### src/rtl/alu_pkg.sv
// Shared encodings for the pipelined ALU: operation selects and FSM states.
// ALU_PIPE_MUL_EN adds the EXEC state used by the iterative multiplier.
package alu_pkg;

  typedef enum logic [3:0] {
    OP_ADD  = 4'h0,
    OP_SUB  = 4'h1,
    OP_SGTI = 4'h2,
    OP_AND  = 4'h3,
    OP_OR   = 4'h4,
    OP_XOR  = 4'h5,
    OP_ANDI = 4'h6,
    OP_ORI  = 4'h7,
    OP_XORI = 4'h8,
    OP_ADDI = 4'h9,
    OP_SUBI = 4'hA,
    OP_MUL  = 4'hB,
    OP_SLT  = 4'hC
  } alu_op_e;

  localparam alu_op_e OP_DEFAULT = OP_ADD;

`ifdef ALU_PIPE_MUL_EN
  typedef enum logic [1:0] {
    S_IDLE = 2'd0,
    S_EXEC = 2'd1,
    S_DONE = 2'd2
  } state_e;
`else
  typedef enum logic {
    S_IDLE = 1'b0,
    S_DONE = 1'b1
  } state_e;
`endif

endpackage

### src/rtl/alu_pipe_if.sv
// Request/response bundle between a requester and the pipelined ALU.
// master = requester side, slave = ALU side.
interface alu_pipe_if #(
  parameter int WIDTH     = 16,
  parameter int IMM_WIDTH = 4
);
  logic                 in_valid;
  logic                 in_ready;
  logic [3:0]           Select;
  logic [WIDTH-1:0]     a;
  logic [WIDTH-1:0]     b;
  logic [IMM_WIDTH-1:0] Imm;
  logic                 out_valid;
  logic                 out_ready;
  logic [WIDTH-1:0]     Result;
  logic                 zero;
  logic                 busy;

  modport master (
    output in_valid, Select, a, b, Imm, out_ready,
    input  in_ready, out_valid, Result, zero, busy
  );

  modport slave (
    input  in_valid, Select, a, b, Imm, out_ready,
    output in_ready, out_valid, Result, zero, busy
  );
endinterface

### src/rtl/alu_mul_seq.sv
// Iterative shift-add multiplier: one partial product per clock,
// done pulses one cycle after the last of WIDTH iterations.
module alu_mul_seq #(
  parameter int WIDTH = 16
) (
  input  logic             clock,
  input  logic             reset,
  input  logic             start,
  input  logic [WIDTH-1:0] a,
  input  logic [WIDTH-1:0] b,
  output logic             done,
  output logic [WIDTH-1:0] product
);
  localparam int CW = $clog2(WIDTH);

  logic [WIDTH-1:0] mcand;
  logic [WIDTH-1:0] mplier;
  logic [WIDTH-1:0] acc;
  logic [CW-1:0]    cnt;
  logic             run;

  always_ff @(posedge clock) begin
    if (reset) begin
      mcand  <= '0;
      mplier <= '0;
      acc    <= '0;
      cnt    <= '0;
      run    <= 1'b0;
      done   <= 1'b0;
    end else begin
      done <= 1'b0;
      if (start) begin
        mcand  <= a;
        mplier <= b;
        acc    <= '0;
        cnt    <= '0;
        run    <= 1'b1;
      end else if (run) begin
        if (mplier[0])
          acc <= acc + mcand;
        mcand  <= mcand << 1;
        mplier <= mplier >> 1;
        cnt    <= cnt + 1'b1;
        if (cnt == CW'(WIDTH - 1)) begin
          run  <= 1'b0;
          done <= 1'b1;
        end
      end
    end
  end

  assign product = acc;

endmodule

### src/rtl/alu_pipe.sv
// Handshaked ALU with registered result; 1-cycle ops stream back to back.
// ALU_PIPE_MUL_EN enables the iterative multiply on select 1011.
module alu_pipe
  import alu_pkg::*;
#(
  parameter int WIDTH     = 16,
  parameter int IMM_WIDTH = 4
) (
  input logic       clock,
  input logic       reset,
  alu_pipe_if.slave bus
);
  state_e           state;
  state_e           state_nx;
  state_e           acc_nx;
  alu_op_e          op;
  logic [WIDTH-1:0] imm_x;
  logic [WIDTH-1:0] alu_r;
  logic [WIDTH-1:0] res_q;
  logic             accept;
  logic             mul_req;

  assign imm_x        = WIDTH'(bus.Imm);
  assign bus.in_ready = (state == S_IDLE) ||
                        (state == S_DONE && bus.out_ready);
  assign accept        = bus.in_valid && bus.in_ready;
  assign bus.out_valid = (state == S_DONE);
  assign bus.busy      = (state != S_IDLE);
  assign bus.Result    = res_q;
  assign bus.zero      = (res_q == '0);

  // Multiply is never decoded here; it falls to the default op.
  always_comb begin
    op = OP_DEFAULT;
    unique case (bus.Select)
      OP_ADD, OP_SUB, OP_SGTI, OP_AND,
      OP_OR, OP_XOR, OP_ANDI, OP_ORI,
      OP_XORI, OP_ADDI, OP_SUBI, OP_SLT:
        op = alu_op_e'(bus.Select);
      default: op = OP_DEFAULT;
    endcase
  end

  always_comb begin
    alu_r = bus.a + bus.b;
    unique case (op)
      OP_SUB:  alu_r = bus.a - bus.b;
      OP_SGTI: alu_r = WIDTH'(bus.b > imm_x);
      OP_AND:  alu_r = bus.a & bus.b;
      OP_OR:   alu_r = bus.a | bus.b;
      OP_XOR:  alu_r = bus.a ^ bus.b;
      OP_ANDI: alu_r = bus.b & imm_x;
      OP_ORI:  alu_r = bus.b | imm_x;
      OP_XORI: alu_r = bus.b ^ imm_x;
      OP_ADDI: alu_r = bus.b + imm_x;
      OP_SUBI: alu_r = bus.b - imm_x;
      OP_SLT:  alu_r = WIDTH'($signed(bus.a) < $signed(bus.b));
      default: alu_r = bus.a + bus.b;
    endcase
  end

`ifdef ALU_PIPE_MUL_EN
  logic             mul_done;
  logic [WIDTH-1:0] mul_p;

  assign mul_req = (bus.Select == OP_MUL);
  assign acc_nx  = mul_req ? S_EXEC : S_DONE;

  alu_mul_seq #(
    .WIDTH (WIDTH)
  ) u_mul (
    .clock   (clock),
    .reset   (reset),
    .start   (accept && mul_req),
    .a       (bus.a),
    .b       (bus.b),
    .done    (mul_done),
    .product (mul_p)
  );
`else
  assign mul_req = 1'b0;
  assign acc_nx  = S_DONE;
`endif

  always_comb begin
    state_nx = state;
    unique case (state)
      S_IDLE:
        if (accept) state_nx = acc_nx;
      S_DONE:
        if (accept)             state_nx = acc_nx;
        else if (bus.out_ready) state_nx = S_IDLE;
`ifdef ALU_PIPE_MUL_EN
      S_EXEC:
        if (mul_done) state_nx = S_DONE;
`endif
      default: state_nx = S_IDLE;
    endcase
  end

  always_ff @(posedge clock) begin
    if (reset) begin
      state <= S_IDLE;
      res_q <= '0;
    end else begin
      state <= state_nx;
      if (accept && !mul_req)
        res_q <= alu_r;
`ifdef ALU_PIPE_MUL_EN
      else if (state == S_EXEC && mul_done)
        res_q <= mul_p;
`endif
    end
  end

endmodule
### src/flat_wrapper.sv
// flat-port wrapper written by rule: the top's interface ports become plain ports
module alu_pipe_flat import alu_pkg::*;
#(
  parameter int WIDTH     = 16,
  parameter int IMM_WIDTH = 4
)
  (clock, reset, bus_in_valid, bus_Select, bus_a, bus_b, bus_Imm, bus_out_ready, bus_in_ready, bus_out_valid, bus_Result, bus_zero, bus_busy);
  alu_pipe_if #(.WIDTH(WIDTH), .IMM_WIDTH(IMM_WIDTH)) bus_i ();
  input logic clock;
  input logic reset;
  input wire logic [$bits(bus_i.in_valid)-1:0] bus_in_valid;
  input wire logic [$bits(bus_i.Select)-1:0] bus_Select;
  input wire logic [$bits(bus_i.a)-1:0] bus_a;
  input wire logic [$bits(bus_i.b)-1:0] bus_b;
  input wire logic [$bits(bus_i.Imm)-1:0] bus_Imm;
  input wire logic [$bits(bus_i.out_ready)-1:0] bus_out_ready;
  output wire logic [$bits(bus_i.in_ready)-1:0] bus_in_ready;
  output wire logic [$bits(bus_i.out_valid)-1:0] bus_out_valid;
  output wire logic [$bits(bus_i.Result)-1:0] bus_Result;
  output wire logic [$bits(bus_i.zero)-1:0] bus_zero;
  output wire logic [$bits(bus_i.busy)-1:0] bus_busy;
  assign bus_i.in_valid = bus_in_valid;
  assign bus_i.Select = bus_Select;
  assign bus_i.a = bus_a;
  assign bus_i.b = bus_b;
  assign bus_i.Imm = bus_Imm;
  assign bus_i.out_ready = bus_out_ready;
  assign bus_in_ready = bus_i.in_ready;
  assign bus_out_valid = bus_i.out_valid;
  assign bus_Result = bus_i.Result;
  assign bus_zero = bus_i.zero;
  assign bus_busy = bus_i.busy;
  alu_pipe #(.WIDTH(WIDTH), .IMM_WIDTH(IMM_WIDTH)) u_core (.clock(clock), .reset(reset), .bus(bus_i));
endmodule
### config.mk
export PLATFORM = sky130hd
export DESIGN_NAME = alu_pipe_flat
export DESIGN_NICKNAME = d
export VERILOG_FILES = /design/src/rtl/alu_pkg.sv /design/src/rtl/alu_pipe_if.sv /design/src/rtl/alu_mul_seq.sv /design/src/rtl/alu_pipe.sv /design/src/flat_wrapper.sv
export SDC_FILE = /design/constraint.sdc
export NUM_CORES = 1
export LEC_CHECK = 0
export ABC_CLOCK_PERIOD_IN_PS = 3900
export BUFFER_PORTS_ARGS = -buffer_cell sky130_fd_sc_hd__buf_4
export CAP_MARGIN = 20
export CORE_AREA = 8 8 104 87
export DETAILED_ROUTE_END_ITERATION = 10
export DIE_AREA = 0 0 112 95
export PLACE_DENSITY = 0.83
export SLEW_MARGIN = 20
export SYNTH_ARGS = -nofsm -noshare
export SYNTH_HDL_FRONTEND = slang
export SYNTH_HIERARCHICAL = 1
export SYNTH_SLANG_ARGS = --single-unit
### constraint.sdc
create_clock -name clock -period 3.9 [get_ports clock]
set_clock_uncertainty 0.2 [all_clocks]
set_input_delay 0.39 -clock clock [delete_from_list [all_inputs] [get_ports clock]]
set_output_delay 0.39 -clock clock [all_outputs]
set_load 0.01 [all_outputs]
* After elaboration in Yosys (flattened, before gate mapping) *
Cells that the tools add are included.

word-level totals
  bits of input ports = 44
  register bits after elaboration = 17

cells by class
  add/subtract/negate cells = 4
  eq/ne operators = 22
  bitwise gates (word level) = 7
  reduce and logical (&&, ||, !) cells = 6
  mux-type cells = 6
  order comparisons = 2

operator list
  cell                                           number
  one-hot mux 16 bit (11 select lines)           1
  == test 4 x 3 -> 1 bit, second input constant  8
  == test 4 bit, second input constant           8
  adder 16 bit                                   1
  adder 16 x 4 -> 16 bit                         1
  AND 16 bit                                     1
  AND 16 x 4 -> 16 bit                           1
  == test 4 x 2 -> 1 bit, second input constant  4
  greater-than comparator 16 x 4 -> 1 bit        1
  logical NOT 16 bit                             1
  < comparator 16 bit                            1
  OR 16 bit                                      1
  OR 16 x 4 -> 16 bit                            1
  subtractor 16 bit                              1
  subtractor 16 x 4 -> 16 bit                    1
  XOR 16 bit                                     1
  XOR 16 x 4 -> 16 bit                           1
  OR reduction 12 bit                            1
  == test 4 x 1 -> 1 bit, second input constant  2
  logical NOT 4 bit                              1
  2-to-1 mux 4 bit                               1
  2-to-1 mux 1 bit                               3
  logical AND 1 bit                              2
  one-hot mux 1 bit (2 select lines)             1
  other kinds (2)                                2

* Longest topological paths before layout *
Gate-level depths: netlist of run 1.

  word-level depth = 5
  depth in mapped cells = 14

* Worst setup path before layout of run 1 *
No wires, ideal clock.

  path type = input to register
  start point = in bus_Select[3]
  end point = reg u_core.res_q[12] (netlist: u_core/bus.Result[12])
  path slack = 0.696 ns
  cell stages on the path = 13
  arrival = 2.908 ns
  cell sequence = clkbuf_1 -> nand2_1 -> nor2_1 -> o21ai_0 -> ha_1 -> fa_1 -> a211oi_1 -> o21a_1 -> o31a_1 -> o21ai_0 -> xor2_1 -> nor2_1 -> o41ai_2

on the way
  cells in the longest elaborated chain, start to end = 5
  elaborated cells between the ends (all ways) = 26

RTL lines
  element                                               RTL line            source
  start, declared                                       flat_wrapper.sv:12  input wire logic [$bits(bus_i.Select)-1:0] bus_Select;
  == test 4 x 1 -> 1 bit, or another cell as far along  alu_pipe.sv:35      unique case (bus.Select)
  OR reduction 12 bit                                   alu_pipe.sv:35
  2-to-1 mux 4 bit (*)                                  alu_pipe.sv:35
  == test 4 bit, or another cell as far along           alu_pipe.sv:46      unique case (op)
  one-hot mux 16 bit (11 select lines) (*)              alu_pipe.sv:46
  end signal, assigned                                  alu_pipe.sv:108     res_q <= alu_r;
  end, declared                                         alu_pipe.sv:19      logic [WIDTH-1:0] res_q;

Every way passes the cells marked *; elsewhere a longest branch is shown, timed or not.
A chain may end at the register's enable or synchronous reset.

* Worst setup path after layout of run 1 *
  start point = in bus_Select[1]
  end point = reg u_core.res_q[15] (netlist: u_core/bus.Result[15])

Same word-level chain as after synthesis.

==> results.txt, run 1 <==
- Endpoint kind of the worst setup timing path: flip-flop
* Startpoint type of the worst setup path: input port
- The share of the Yosys chip area taken by registers is 0.0795.
* Largest fanout on the critical path: 22
* Maximum number of pins on one net before global-route repair: 31
- Of the post-synthesis cell area, the dominant cell type holds 0.219.
* CTS tree: yes
* Maximum clock rate: between 0.2 and 0.3 GHz
* Met2 capacity usage during global routing: 0.484
- Min-delay worst type: input port to flip-flop
* Reg-to-reg endpoint: u_core/bus.Result[10]$_SDFFE_PP0P_
- Setup repair after global routing left no endpoint under its margin.
- Hold endpoint: u_core/bus.busy$_SDFF_PP0_
* DRC violation count after routing: 0
- For the worst flop-to-flop path, the logic depth is 8.
* Total routing usage reported by global routing: 0.294
* R2r setup slk: ~1700 ps
- Final net count: a little under 800
- Post-CTS repair changed the size of 0 cells.
- The average instance in the mapped netlist occupies 7.09 um2.
- Crit-path cells: buf_4 -> nand2b_1 -> nor2_1 -> buf_4 -> nand2_1 -> o21ai_0 -> ha_1 -> a211oi_1 -> nor2_1 -> o31ai_1 -> a31oi_1 -> nor4_1 -> a41oi_1 -> a41oi_1
* Buffer depth of the longest clock path: 2
* Wire length of the first global-routing pass: 24.8 mm
- Area of the die: 10600 um2
- Hold repair after CTS inserted 0 buffers.
- The congestion estimate from routability-driven global placement came to 0.969.
- Setup WS post-layout: 475 ps
- Leak pwr: between 2 and 2.5 nW
- After routing, the total negative slack on setup checks comes to 0 ps.
- Area growth from synthesis to layout: 14.5%
- Setup violations remaining at the end of the flow were counted as 0.
* Initial DRC Count: 617
- The number of hold-slack violations in the final timing report came to 0.
* Relative slew slack: 0.381
- The via count of the first global-routing pass is 4669.
- Cells taking the most area after synthesis: sky130_fd_sc_hd__ha_1, sky130_fd_sc_hd__dfxtp_1, sky130_fd_sc_hd__a21oi_1
* Via total after detailed routing: around 5000
- Cell type contributing the most total cell area after synthesis: sky130_fd_sc_hd__ha_1
* Post-Place Cell Area: 4850 um2
- The initial antenna violation count is 0.
- Synth Cell Area: 4280 um2
- Once layout is done, the placed cells without fillers occupy 4900 um2.
- The HPWL after detailed placement is between 10 and 15 mm.
- Yosys warning total: 6
* Number of enable flip-flop cells after synthesis: 0
- Stage delay of the slowest cell on the critical path: 420 ps
- During placement, the flow inserted port buffers numbering 63.
- Cells after DPL: approximately 750
- The number of setup buffers added after CTS is 0.
- After the flow finishes, the layout carries non-filler instances totaling 749.
* Crit path launch: bus_Select[1]
- After layout, the minimum clock period comes to about 3400 ps.
- Most common library cell in the layout ignoring fill and taps: sky130_fd_sc_hd__ha_1
- Grouping stages by cell kind, the critical path spends the most delay in compound AO/OA/AOI/OAI gates.
* Synth Net Count: 726
- The count of final max-slew check failures is 0.
* Critical path required time: 3880 ps
* Clock-pin slew of the registers on the worst-case setup and hold paths: 70 ps
* First-pass DRT Iterations: 5
* Fraction of registers with async set/reset: 0
- Post-route antenna net violation count: 0
- Final critical-path share of the clock period: 0.878
- The die is 95 um tall.
* Pwr/cell area: 202 nW/um2
- In this run the most used layer during global routing was met2.
- Routing usage on met3: 0.0644
- After synthesis, the netlist uses 64 different library cells.
- 0 antenna diodes ended up in the layout.
- For this configuration, the core starts out at a cell density of 0.587.
- Root buffer cell: sky130_fd_sc_hd__clkbuf_8
- Synthesized flop and latch total: 17
- The floorplan has 28 rows.
- Before CTS, the worst setup slack after placement is 294 ps.
* Post-DR wirelength/cell: 21.7 um
- In the routed layout, each cell is associated on average with a via count of 6.70.
- Fraction of layout cells with a size suffix above 1: 0.132
* Overall die width: 112 um
- Global routing met1 resource utilization: 0.374
* Number of top-level pins: 64
- The later pin in the worst-skew pair is clocked with a latency of 260 ps.
- For this run the aggregate overflow at the end of global routing stands at 0.
- Sum of buffers and inverters on the critical path: 2
- Core region area: 7290 um2
- Counting the buffers created by CTS gives 3.
* Dominant register cell in the synthesized netlist: sky130_fd_sc_hd__dfxtp_1
- Critical path's slowest cell: sky130_fd_sc_hd__o31ai_1
* Routed Wire Length: 16.3 mm
* Min-Delay Path Depth: 3
* Clock H-tree levels: 1
- The worst register-to-register path begins at u_core/bus.busy$_SDFF_PP0_.
- By startpoint and endpoint, the worst setup path is classified as input port to flip-flop.
- Commonest non-fill, non-tap cells in the layout: sky130_fd_sc_hd__ha_1, sky130_fd_sc_hd__buf_4, sky130_fd_sc_hd__nor2_1, sky130_fd_sc_hd__inv_1, sky130_fd_sc_hd__a21oi_1
- Mapped Cells: 604
- CTS saw 17 sinks.
* Power after layout: 0.991 mW
* Source of the worst hold timing path: bus_in_valid
- Max-cap violations in this run came to 0.
* Worst IR drop on VDD: 0.139 mV
- The run finished with clean final reports.
- Critical path arrival: 3410 ps
- Worst Tran Pin Value: 926 ps
[cells in the mapped netlist, drive strengths merged (7+ instances only)]
library cell / instances
nor2b: 7
o21ai: 42
nor2: 59
xor2: 7
nand3: 14
nand2b: 8
nand2: 44
dfxtp: 17
a31oi: 7
nor4: 12
ha: 75
a22oi: 10
clkbuf: 16
a211oi: 17
mux2i: 8
a21oi: 48
o221ai: 9
o31ai: 8
inv: 57
xnor2: 21
buf: 7
nor3: 18
a221oi: 9
[report_power, final]
group / switching (mW) / internal (mW)
Sequential: 0.0135 / 0.190
Combinational: 0.391 / 0.257
Clock: 0.0662 / 0.0727
[cell type report]
type	count	area [um2]
fill	672	2390
tap	90	113
clock buffer	4	45.0
timing repair buffer	74	556
inverter	59	221
multi-input combinational	505	3620
sequential	17	340
[worst register-to-register path, delay by kind of cell, from the launching register on]
| family | cells | cell delay (ps) |
|---|---|---|
| simple gates | 3 | 740 |
| compound gates | 4 | 570 |
| flops | 1 | 330 |
| buf+inv | 1 | 270 |
[state kept, by name, indices dropped and copies added (netlist names)]
signal             flops
u_core/bus.Result     16
u_core/bus.busy        1
[metrics by stage]
step	hold slack [ps]	utilization
after floorplan	293	-
after global routing	202	0.672
after detailed placement	278	0.666
after CTS	181	0.672
final	179	0.672
after global placement	270	0.666
[kinds of logic after synthesis]
| group | share of synthesized area |
|---|---|
| AOI/OAI and AO/OA | 0.317 |
| and+or+nand+nor | 0.210 |
| buffers and inverters | 0.0737 |
| adders and majority gates | 0.233 |
| xor gates and xnor gates | 0.0573 |
| DFF | 0.0795 |
| muxes | 0.0292 |
[layer usage]
metal,share of wire,up-vias,routed length (um)
li1,-,2325,-
met1,0.41,2324,6710
met2,0.44,317,7190
met3,0.11,55,1800
met4,0.035,0,570
met5,0,-,0
[how the worst max path moves through the flow]
stage	to	slack [ps]	depth (start not counted)
4_1_cts	u_core/bus.Result[15]$_SDFFE_PP0P_	570	14
3_3_place_gp	u_core/bus.Result[13]$_SDFFE_PP0P_	450	14
2_1_floorplan	u_core/bus.Result[12]$_SDFFE_PP0P_	700	13
6_report	u_core/bus.Result[15]$_SDFFE_PP0P_	480	14
5_1_grt	u_core/bus.Result[15]$_SDFFE_PP0P_	250	14
3_5_place_dp	u_core/bus.Result[15]$_SDFFE_PP0P_	290	14
(Power assumes the default switching activity.)
==> inputs of run 2 (changes only) <==
==> constraint.sdc (replaced) <==
create_clock -name clock -period 3.9 [get_ports clock]
set_clock_uncertainty 0.2 [all_clocks]
set_input_delay 0.195 -clock clock [delete_from_list [all_inputs] [get_ports clock]]
set_output_delay 0.195 -clock clock [all_outputs]
set_load 0.01 [all_outputs]
==> results.txt, run 2 (same netlist as run 1, synthesis figures left out) <==
- Final net count: just under 800
- Routed Wire Length: 16.8 mm
- In the global route stage, overall resource usage came out at 0.303.
- Number of antenna violations at the first check in global routing: 0
- Postcts setup bufs: 0
* CTS tree: yes
- In this design, the largest share of critical-path delay is due to compound AO/OA/AOI/OAI gates.
- Min-Delay Path Depth: 2
- Number of flip-flops in the largest register: 16
- Clock-pin slew of the registers on the worst-case setup and hold paths: 80 ps
- Cells on worst reg2reg path: 6
- Setup repair after global routing left no endpoint under its margin.
- Core region area: between 7000 and 8000 um2
- For the pin with the worst max-slew slack, the measured transition is around 910 ps.
- The total overflow left after global routing is 0.
- Setup violations, final: 0
- Fraction of layout cells with a size suffix above 1: 0.131
* Number of hold violations in the final report: 0
- Critical path required time: 3870 ps
- The die covers 10600 um2.
* Final estimated routing congestion in global placement: 1.00
- Clock H-tree levels: 1
* MaxCap Viol Count: 0
* Area growth from synthesis to layout: 14.5%
- Data on the critical path arrives at its endpoint at roughly 3500 ps.
* Stage delay of the slowest cell on the critical path: slightly below 500 ps
- Via total after detailed routing: 5117
* Min-delay worst type: input port to flip-flop
- Antenna diode count: 0
- Max-slew violation count: 0
- Timing would allow up to between 0.2 and 0.3 GHz.
- The count of buffers added on input and output ports is 63.
- Relative slew slack: 0.392
* Final critical-path share of the clock period: 0.895
- Most common library cell in the layout ignoring fill and taps: sky130_fd_sc_hd__ha_1
- Along the worst path, the maximum fanout reaches 22.
- Leak pwr: 2.24 nW
- The largest individual stage delay along the critical path comes from the cell sky130_fd_sc_hd__nor2_1.
- The cell sitting at the root of the clock tree is a sky130_fd_sc_hd__clkbuf_8.
- The sequential cells in the finished layout cover a total of 340 um2.
* Worst Hold Margin: just over 80 ps
- The run finished with clean final reports.
- Entering global routing, the biggest net connects 31 pins.
- Pwr/cell area: 206 nW/um2
* Crit-path cells: buf_4 -> nand2b_1 -> nor2_1 -> buf_4 -> o21ai_0 -> ha_1 -> o21ai_0 -> nor2_1 -> o31ai_1 -> a31oi_1 -> a21oi_1 -> o41ai_1 -> a221oi_1
- The multi-input combinational cells in the finished layout cover a total of 3620 um2.
- Number of top-level pins: 64
- Dividing the detail-routed wire length by the instance count gives 22.5 um.
* Initial core utilization: 0.587
- Setup slack closes at 411 ps.
- Detailed Place HPWL: 13.1 mm
* Startpoint type of the worst setup path: input port
* Endpoint kind of the worst setup timing path: flip-flop
* Worst IR drop on VDD: 0.128 mV
- Number of global-route vias before repair: 4863
* Count of cell instances traversed by the critical path: 13
- Measured along the y axis, the die boundary spans 95 um.
* Post-route antenna net violation count: 0
- Buffer depth of the longest clock path: 2
- For this design, the sink count on the clock tree is 17.
- For this run, design rule violations remaining after detail routing come to 0.
- Total power for the finished layout comes to 1.01 mW.
* Overall die width: 112 um
- Crit path time final: 3490 ps
- Filler cell count: 658
* Crit path kind: input port to flip-flop
* Post-Place Setup Slack: 242 ps
- In the routed layout, each cell is associated on average with a via count of slightly below 7.
- Commonest non-fill, non-tap cells in the layout: sky130_fd_sc_hd__ha_1, sky130_fd_sc_hd__buf_4, sky130_fd_sc_hd__nor2_1, sky130_fd_sc_hd__inv_1, sky130_fd_sc_hd__a21oi_1
- First-pass DRT Iterations: 7
- Sum of negative setup slack: 0 ps
- Number of buffers added by the clock tree synthesis step: 3
* Sum of buffers and inverters on the critical path: 2
* Wire length of the first global-routing pass: 25.5 mm
- Later-pin clock latency in the skew report: about 260 ps
- In this run the core area contains 28 standard-cell rows.
- After the first detailed-routing iteration, the DRC count stood at 727.
-- run 2: cell count changes in the layout (fill, tap and decap cells not counted) --
cell                            delta
sky130_fd_sc_hd__dlygate4sd3_1     +1
sky130_fd_sc_hd__buf_4             -1
-- run 2: stage by stage --
stage | utilization | std cells | cell area (um2)
floorplan | - | 604 | 4280
global placement | 0.665 | 744 | 4850
detailed placement | 0.665 | 744 | 4850
CTS | 0.673 | 749 | 4900
global route | 0.673 | 749 | 4900
finish | 0.673 | 749 | 4900
-- run 2: layout make-up --
type / count / share of cell area
flip-flops and latches: 17 / 0.0694
well taps: 90 / 0.0230
inverters: 59 / 0.0452
repair buffers: 74 / 0.114
clock buffers: 4 / 0.00919
multi-input cells: 505 / 0.739
-- run 2: path summary, 6_finish.rpt --
| kind | slack (ps) | endpoint | start |
|---|---|---|---|
| setup / recovery | 410 | u_core/bus.Result[13]$_SDFFE_PP0P_ | bus_Select[1] |
| setup reg to reg | 1670 | u_core/bus.Result[6]$_SDFFE_PP0P_ | u_core/bus.busy$_SDFF_PP0_ |
| hold reg to reg | 290 | u_core/bus.Result[3]$_SDFFE_PP0P_ | u_core/bus.Result[3]$_SDFFE_PP0P_ |
| hold / removal | 80 | u_core/bus.Result[1]$_SDFFE_PP0P_ | reset |
-- run 2: power by group --
group | internal, mW | leakage [nW] | total, mW | switching [mW]
combinational | 0.259 | 2.08 | 0.659 | 0.400
sequential | 0.190 | 0.141 | 0.204 | 0.0145
clock | 0.0728 | 0.0228 | 0.145 | 0.0718
-- run 2: per-layer routing --
layer	track usage	share of wire	vias to the layer above
li1	-	-	2318
met1	0.364	0.39	2369
met2	0.528	0.45	379
met3	0.0702	0.13	51
met4	0.0974	0.029	0
met5	0	0	-
-- run 2: timing repair --
action | in CTS | in global routing
endpoints found under the hold margin | 1 | 0
gates resized for setup | 0 | 0
setup endpoints to repair | 0 | 0
hold buffers | 1 | 0
